**src/rtl/barshift_128b_rshift_pipe_if.sv**
```systemverilog
// Handshake bundle for the pipelined right barrel shifter.
interface barshift_128b_rshift_pipe_if #(
  parameter int unsigned WIDTH = 128,
  parameter int unsigned SHW   = 7
);
  logic [WIDTH-1:0] in0;
  logic [SHW-1:0]   in1;
  logic             in_valid;
  logic             in_ready;
  logic [WIDTH-1:0] out0;
  logic             out_valid;
  logic             out_ready;

  // Producer/consumer side (drives operands, accepts results).
  modport master (
    output in0, in1, in_valid, out_ready,
    input  in_ready, out0, out_valid
  );

  // Shifter side.
  modport slave (
    input  in0, in1, in_valid, out_ready,
    output in_ready, out0, out_valid
  );
endinterface

```
**src/rtl/barshift_128b_rshift_pipe.sv**
```systemverilog
// Pipelined right barrel shifter: one log2 step per stage, whole-pipe stall on backpressure.
module barshift_128b_rshift_pipe #(
  parameter int unsigned WIDTH  = 128,
  parameter int unsigned SHW    = 7,
  parameter bit          ROTATE = 1'b0
) (
  input logic clk,
  input logic rst,
  barshift_128b_rshift_pipe_if.slave bus
);

  logic                       en;
  logic                       accept;
  logic [SHW-1:0][WIDTH-1:0]  data_q;
  logic [SHW-1:0][WIDTH-1:0]  data_nxt;
  logic [SHW-1:0][SHW-1:0]    amt_q;
  logic [SHW-1:0][SHW-1:0]    amt_nxt;
  logic [SHW-1:0]             valid_q;
  logic [SHW-1:0]             valid_nxt;

  // A single enable moves the whole pipe; an empty output slot or a taking consumer frees it.
  assign en     = ~valid_q[SHW-1] | bus.out_ready;
  assign accept = bus.in_valid & en;

  for (genvar k = 0; k < SHW; k++) begin : g_stage
    localparam int unsigned Step = 1 << k;

    logic [WIDTH-1:0] src;
    logic [WIDTH-1:0] shifted;
    logic [SHW-1:0]   src_amt;
    logic             src_valid;

    if (k == 0) begin : g_first
      // Unaccepted inputs are zeroed so nothing undefined enters the pipe.
      assign src       = accept ? bus.in0 : '0;
      assign src_amt   = accept ? bus.in1 : '0;
      assign src_valid = accept;
    end else begin : g_next
      assign src       = data_q[k-1];
      assign src_amt   = amt_q[k-1];
      assign src_valid = valid_q[k-1];
    end

    if (ROTATE) begin : g_rot
      assign shifted = {src[Step-1:0], src[WIDTH-1:Step]};
    end else begin : g_lsr
      assign shifted = {{Step{1'b0}}, src[WIDTH-1:Step]};
    end

    assign data_nxt[k]  = src_amt[k] ? shifted : src;
    assign amt_nxt[k]   = src_amt;
    assign valid_nxt[k] = src_valid;
  end

  // Stage registers: cleared on reset (in-flight items dropped), advance together on en.
  always_ff @(posedge clk or posedge rst) begin
    if (rst) begin
      data_q  <= '0;
      amt_q   <= '0;
      valid_q <= '0;
    end else if (en) begin
      data_q  <= data_nxt;
      amt_q   <= amt_nxt;
      valid_q <= valid_nxt;
    end
  end

  assign bus.in_ready  = en;
  assign bus.out0      = data_q[SHW-1];
  assign bus.out_valid = valid_q[SHW-1];

  // The last stage's shift amount has no consumer.
  logic unused_amt;
  assign unused_amt = ^amt_q[SHW-1];

endmodule

```
**src/flat_wrapper.sv**
```systemverilog
// flat-port wrapper written by rule: the top's interface ports become plain ports
module barshift_128b_rshift_pipe_flat 
#(
  parameter int unsigned WIDTH  = 128,
  parameter int unsigned SHW    = 7,
  parameter bit          ROTATE = 1'b0
)
  (clk, rst, bus_in0, bus_in1, bus_in_valid, bus_out_ready, bus_in_ready, bus_out0, bus_out_valid);
  barshift_128b_rshift_pipe_if #(.WIDTH(WIDTH), .SHW(SHW)) bus_i ();
  input logic clk;
  input logic rst;
  input wire logic [$bits(bus_i.in0)-1:0] bus_in0;
  input wire logic [$bits(bus_i.in1)-1:0] bus_in1;
  input wire logic [$bits(bus_i.in_valid)-1:0] bus_in_valid;
  input wire logic [$bits(bus_i.out_ready)-1:0] bus_out_ready;
  output wire logic [$bits(bus_i.in_ready)-1:0] bus_in_ready;
  output wire logic [$bits(bus_i.out0)-1:0] bus_out0;
  output wire logic [$bits(bus_i.out_valid)-1:0] bus_out_valid;
  assign bus_i.in0 = bus_in0;
  assign bus_i.in1 = bus_in1;
  assign bus_i.in_valid = bus_in_valid;
  assign bus_i.out_ready = bus_out_ready;
  assign bus_in_ready = bus_i.in_ready;
  assign bus_out0 = bus_i.out0;
  assign bus_out_valid = bus_i.out_valid;
  barshift_128b_rshift_pipe #(.WIDTH(WIDTH), .SHW(SHW), .ROTATE(ROTATE)) u_core (.clk(clk), .rst(rst), .bus(bus_i));
endmodule
```
**config.mk**
```make
export PLATFORM = sky130hd
export DESIGN_NAME = barshift_128b_rshift_pipe_flat
export DESIGN_NICKNAME = d
export VERILOG_FILES = /design/src/rtl/barshift_128b_rshift_pipe_if.sv /design/src/rtl/barshift_128b_rshift_pipe.sv /design/src/flat_wrapper.sv
export SDC_FILE = /design/constraint.sdc
export NUM_CORES = 2
export LEC_CHECK = 0
export ABC_AREA = 1
export BUFFER_PORTS_ARGS = -buffer_cell sky130_fd_sc_hd__clkbuf_2
export CAP_MARGIN = 30
export CELL_PAD_IN_SITES_DETAIL_PLACEMENT = 0
export CELL_PAD_IN_SITES_GLOBAL_PLACEMENT = 1
export CORE_MARGIN = 2
export CORE_UTILIZATION = 42
export CTS_BUF_LIST = sky130_fd_sc_hd__clkbuf_2
export CTS_CLUSTER_DIAMETER = 30
export DETAILED_ROUTE_END_ITERATION = 12
export GPL_TIMING_DRIVEN = 0
export PLACE_DENSITY_LB_ADDON = 0.1
export SYNTH_ARGS = -nofsm -noshare
export SYNTH_HDL_FRONTEND = slang
export SYNTH_SLANG_ARGS = --single-unit
```
**constraint.sdc**
```tcl
create_clock -name clk -period 29.5 [get_ports clk]
set_clock_uncertainty 0.2 [all_clocks]
set_input_delay 1.475 -clock clk [delete_from_list [all_inputs] [get_ports clk]]
set_output_delay 1.475 -clock clk [all_outputs]
set_load 0.02 [all_outputs]
```
==> impl_metrics.json <==
{
  "postSynth.topFlopCell": "dfrtp_1",
  "ys_top_cells_by_area": "dfrtp_1, nand2_1, nand3_1",
  "holdPathStages": 5,
  "drt_iter0_drc": 2783,
  "io_buffers": 268,
  "wl_met2_um": 65080,
  "post_cts_buffers": 0,
  "max-cap-violations": 0,
  "p_int_w": 0.002936,
  "drc": 0,
  "post-route-util_pct": 48.97,
  "drive_gt1_share_pct": 14.27,
  "maxSlewHeadroom_pct": 33.61,
  "period_needed_ps": 4825,
  "ys_warn_count": 0,
  "clkLatencyLatePin_ps": 1510,
  "crit_path_end_kind": "output port",
  "synth.distinct_cells": 14,
  "r2r_slack_ps": 27060,
  "ios": 269,
  "cp-start-kind": "register",
  "r2r_end": "u_core.g_stage[1].src_amt[1]",
  "rows": 120,
  "track_usage_pct": 26.30,
  "initial_core_util_pct": 42.23,
  "yosysTopAreaCellShare_pct": 51.28,
  "crit_path_max_fanout": 10,
  "fillers": 11460,
  "min_from": "bus_in0[40]",
  "setup_violations": 0,
  "synth_edf_count": 0,
  "final_area_mm2": 0.05227,
  "hold_path.class": "in2reg",
  "syn_inst": 6329,
  "syn-num-nets": 6468,
  "synth_seq_cells": 924,
  "num_vias": 40260,
  "synth_area_per_cell_um2": 7.124,
  "fin_ws_ps": 24680,
  "clkPwrFrac_pct": 16.0,
  "grt_pass1_wl_um": 224000,
  "r2r_cells": 6,
  "crit_arrival_ps": 3150,
  "peakVddDrop_v": 0.00003211,
  "max_freq_mhz": 207.3,
  "cts-root-buf": "clkbuf_2",
  "detail-route-antenna-nets": 0,
  "reg2reg_from": "u_core.valid_q[6]",
  "switching_power_w": 0.002575,
  "post-place-ws_ps": 24990,
  "drt_wl_total_um": 143600,
  "viasPerCell": 4.672,
  "die_h_um": 331.6,
  "h-tree-depth": 5,
  "min_to": "u_core.g_stage[1].src[39]",
  "finalPower_w": 0.005511,
  "gp_congestion": 0.9623,
  "worst_slew_pin_slew_ps": 995.8,
  "dp_hpwl_um": 110700,
  "die_w_um": 331.6,
  "overflow": 0,
  "finalMaxSlewViolations": 0,
  "tns_ps": 0,
  "status": "completed",
  "hold_viol_final": 0,
  "required_ps": 27830,
  "switching_share_pct": 46.73,
  "synth.most_common_cell": "nand2_1",
  "power_frac_seq_pct": 39.3,
  "cts_tree": "yes",
  "yosysSeqAreaShare_pct": 51.28,
  "route.met3.wl_um": 6482,
  "grt_pass1_vias": 40000,
  "cts.clk_slew.worst_paths_ps": 90,
  "fin_nets": 7193,
  "cts_made_buffers": 276,
  "clkSinkCount": 924,
  "comb_power_share_pct": 44.7,
  "mappedNetlistArea_mm2": 0.04509,
  "coreArea_mm2": 0.1068,
  "grt_max_degree": 125,
  "wl_per_cell_um": 16.67,
  "cellLeakagePower_nw": 30.54,
  "dieArea_mm2": 0.1100,
  "async_flop_share_pct": 100.0,
  "period_share_pct": 16.35,
  "power_density_mw_per_mm2": 105.4,
  "rsz0062_at_grt": "no",
  "antenna_found_initial": 3,
  "placed_cell_area_mm2": 0.04843,
  "critPathKind": "reg2out",
  "routed.top_layer": "met4",
  "clock_path_buffers": 4,
  "first_pass_iters": 7,
  "syn_to_final_growth_pct": 15.94,
  "yosys-top-cells-count": "nand2_1, dfrtp_1, nand3_1, inv_1, buf_2",
  "met1_length_um": 66480,
  "synth_top_cell_by_area": "dfrtp_1"
}
[per-stage QoR]
stage          cells  hold slack [ps]
6_report        8616            191.3
3_5_place_dp    8009            258.0
4_1_cts         8615          0.04008
3_3_place_gp    8000            253.6
5_1_grt         8616            57.63
2_1_floorplan   6329            219.8
[timing repair]
item | CTS | global route
hold buffers | 170 | 0
hold endpoints to repair | 325 | 0
resized for setup | 0 | 0
[registers in the layout, summed over array words and instances (netlist names)]
signal,cells
u_core.g_stage.src,768
u_core.bus.out0,128
u_core.valid_q,7
u_core.g_stage.src_amt,21
[area by class of cell]
cell class | count | area [um2] | share of cell area (%)
Clock buffer | 372 | 1862 | 3.562
Tap cell | 1403 | 1755 | 3.358
Clock inverter | 64 | 282.8 | 0.5409
Buffer | 383 | 1740 | 3.329
Multi-Input combinational cell | 4367 | 17760 | 33.98
Sequential cell | 924 | 23120 | 44.23
Antenna cell | 1 | 2.502 | 0.004787
Timing Repair Buffer | 447 | 3278 | 6.271
Inverter | 655 | 2466 | 4.718
[critical path, stage by stage (launching register included)]
cell	delay (ps)
dfrtp_1	430
nand2_2	160
buf_4	250
buf_4	270
buf_2	340
clkbuf_2	230
[power by group through the flow]
stage	logic, W	registers (W)	clock network, W
finish	0.00246	0.00216	0.000882
global route	0.00278	0.00223	0.000985
CTS	0.00247	0.00216	0.000914
detailed placement	0.00244	0.00218	0
global placement	0.00242	0.00218	0
floorplan	0.00153	0.00218	0
[worst max path at each step]
stage                 startpoint                   endpoint  slack [ps]  cells past startpoint
6_report       u_core.valid_q[6]               bus_in_ready       24680                      5
5_1_grt        u_core.valid_q[6]               bus_in_ready       24450                      5
4_1_cts        u_core.valid_q[6]               bus_in_ready       24440                      5
3_5_place_dp       bus_out_ready               bus_in_ready       24990                      7
3_3_place_gp                 rst  u_core.g_stage[1].src[22]       -7900                      2
2_1_floorplan                rst         u_core.bus.out0[0]        1840                      1
[cells by family after synthesis]
family | Yosys count | share of synthesized area (%)
buffers and inverters | 1038 | 9.313
AO/OA/AOI/OAI | 72 | 0.8076
flip-flops | 924 | 51.28
AND/OR/NAND/NOR | 4295 | 38.59
[placed cells by master, fill, tap and decap left out, drive strengths merged]
master          n
clkinv         58
dlygate4sd3   170
diode           1
clkbuf        786
nand3         768
a21oi           1
bufinv          1
inv           660
or2           126
dfrtp         924
nand2        3401
buf           246
o21ai          71
[layer usage]
layer / track usage [%] / vias to the layer above
li1: - / 20670
met1: 35.31 / 18340
met2: 42.04 / 996
met3: 4.355 / 244
met4: 11.45 / 0
met5: 0 / -
Note: power is estimated with default switching activity, not from simulation.
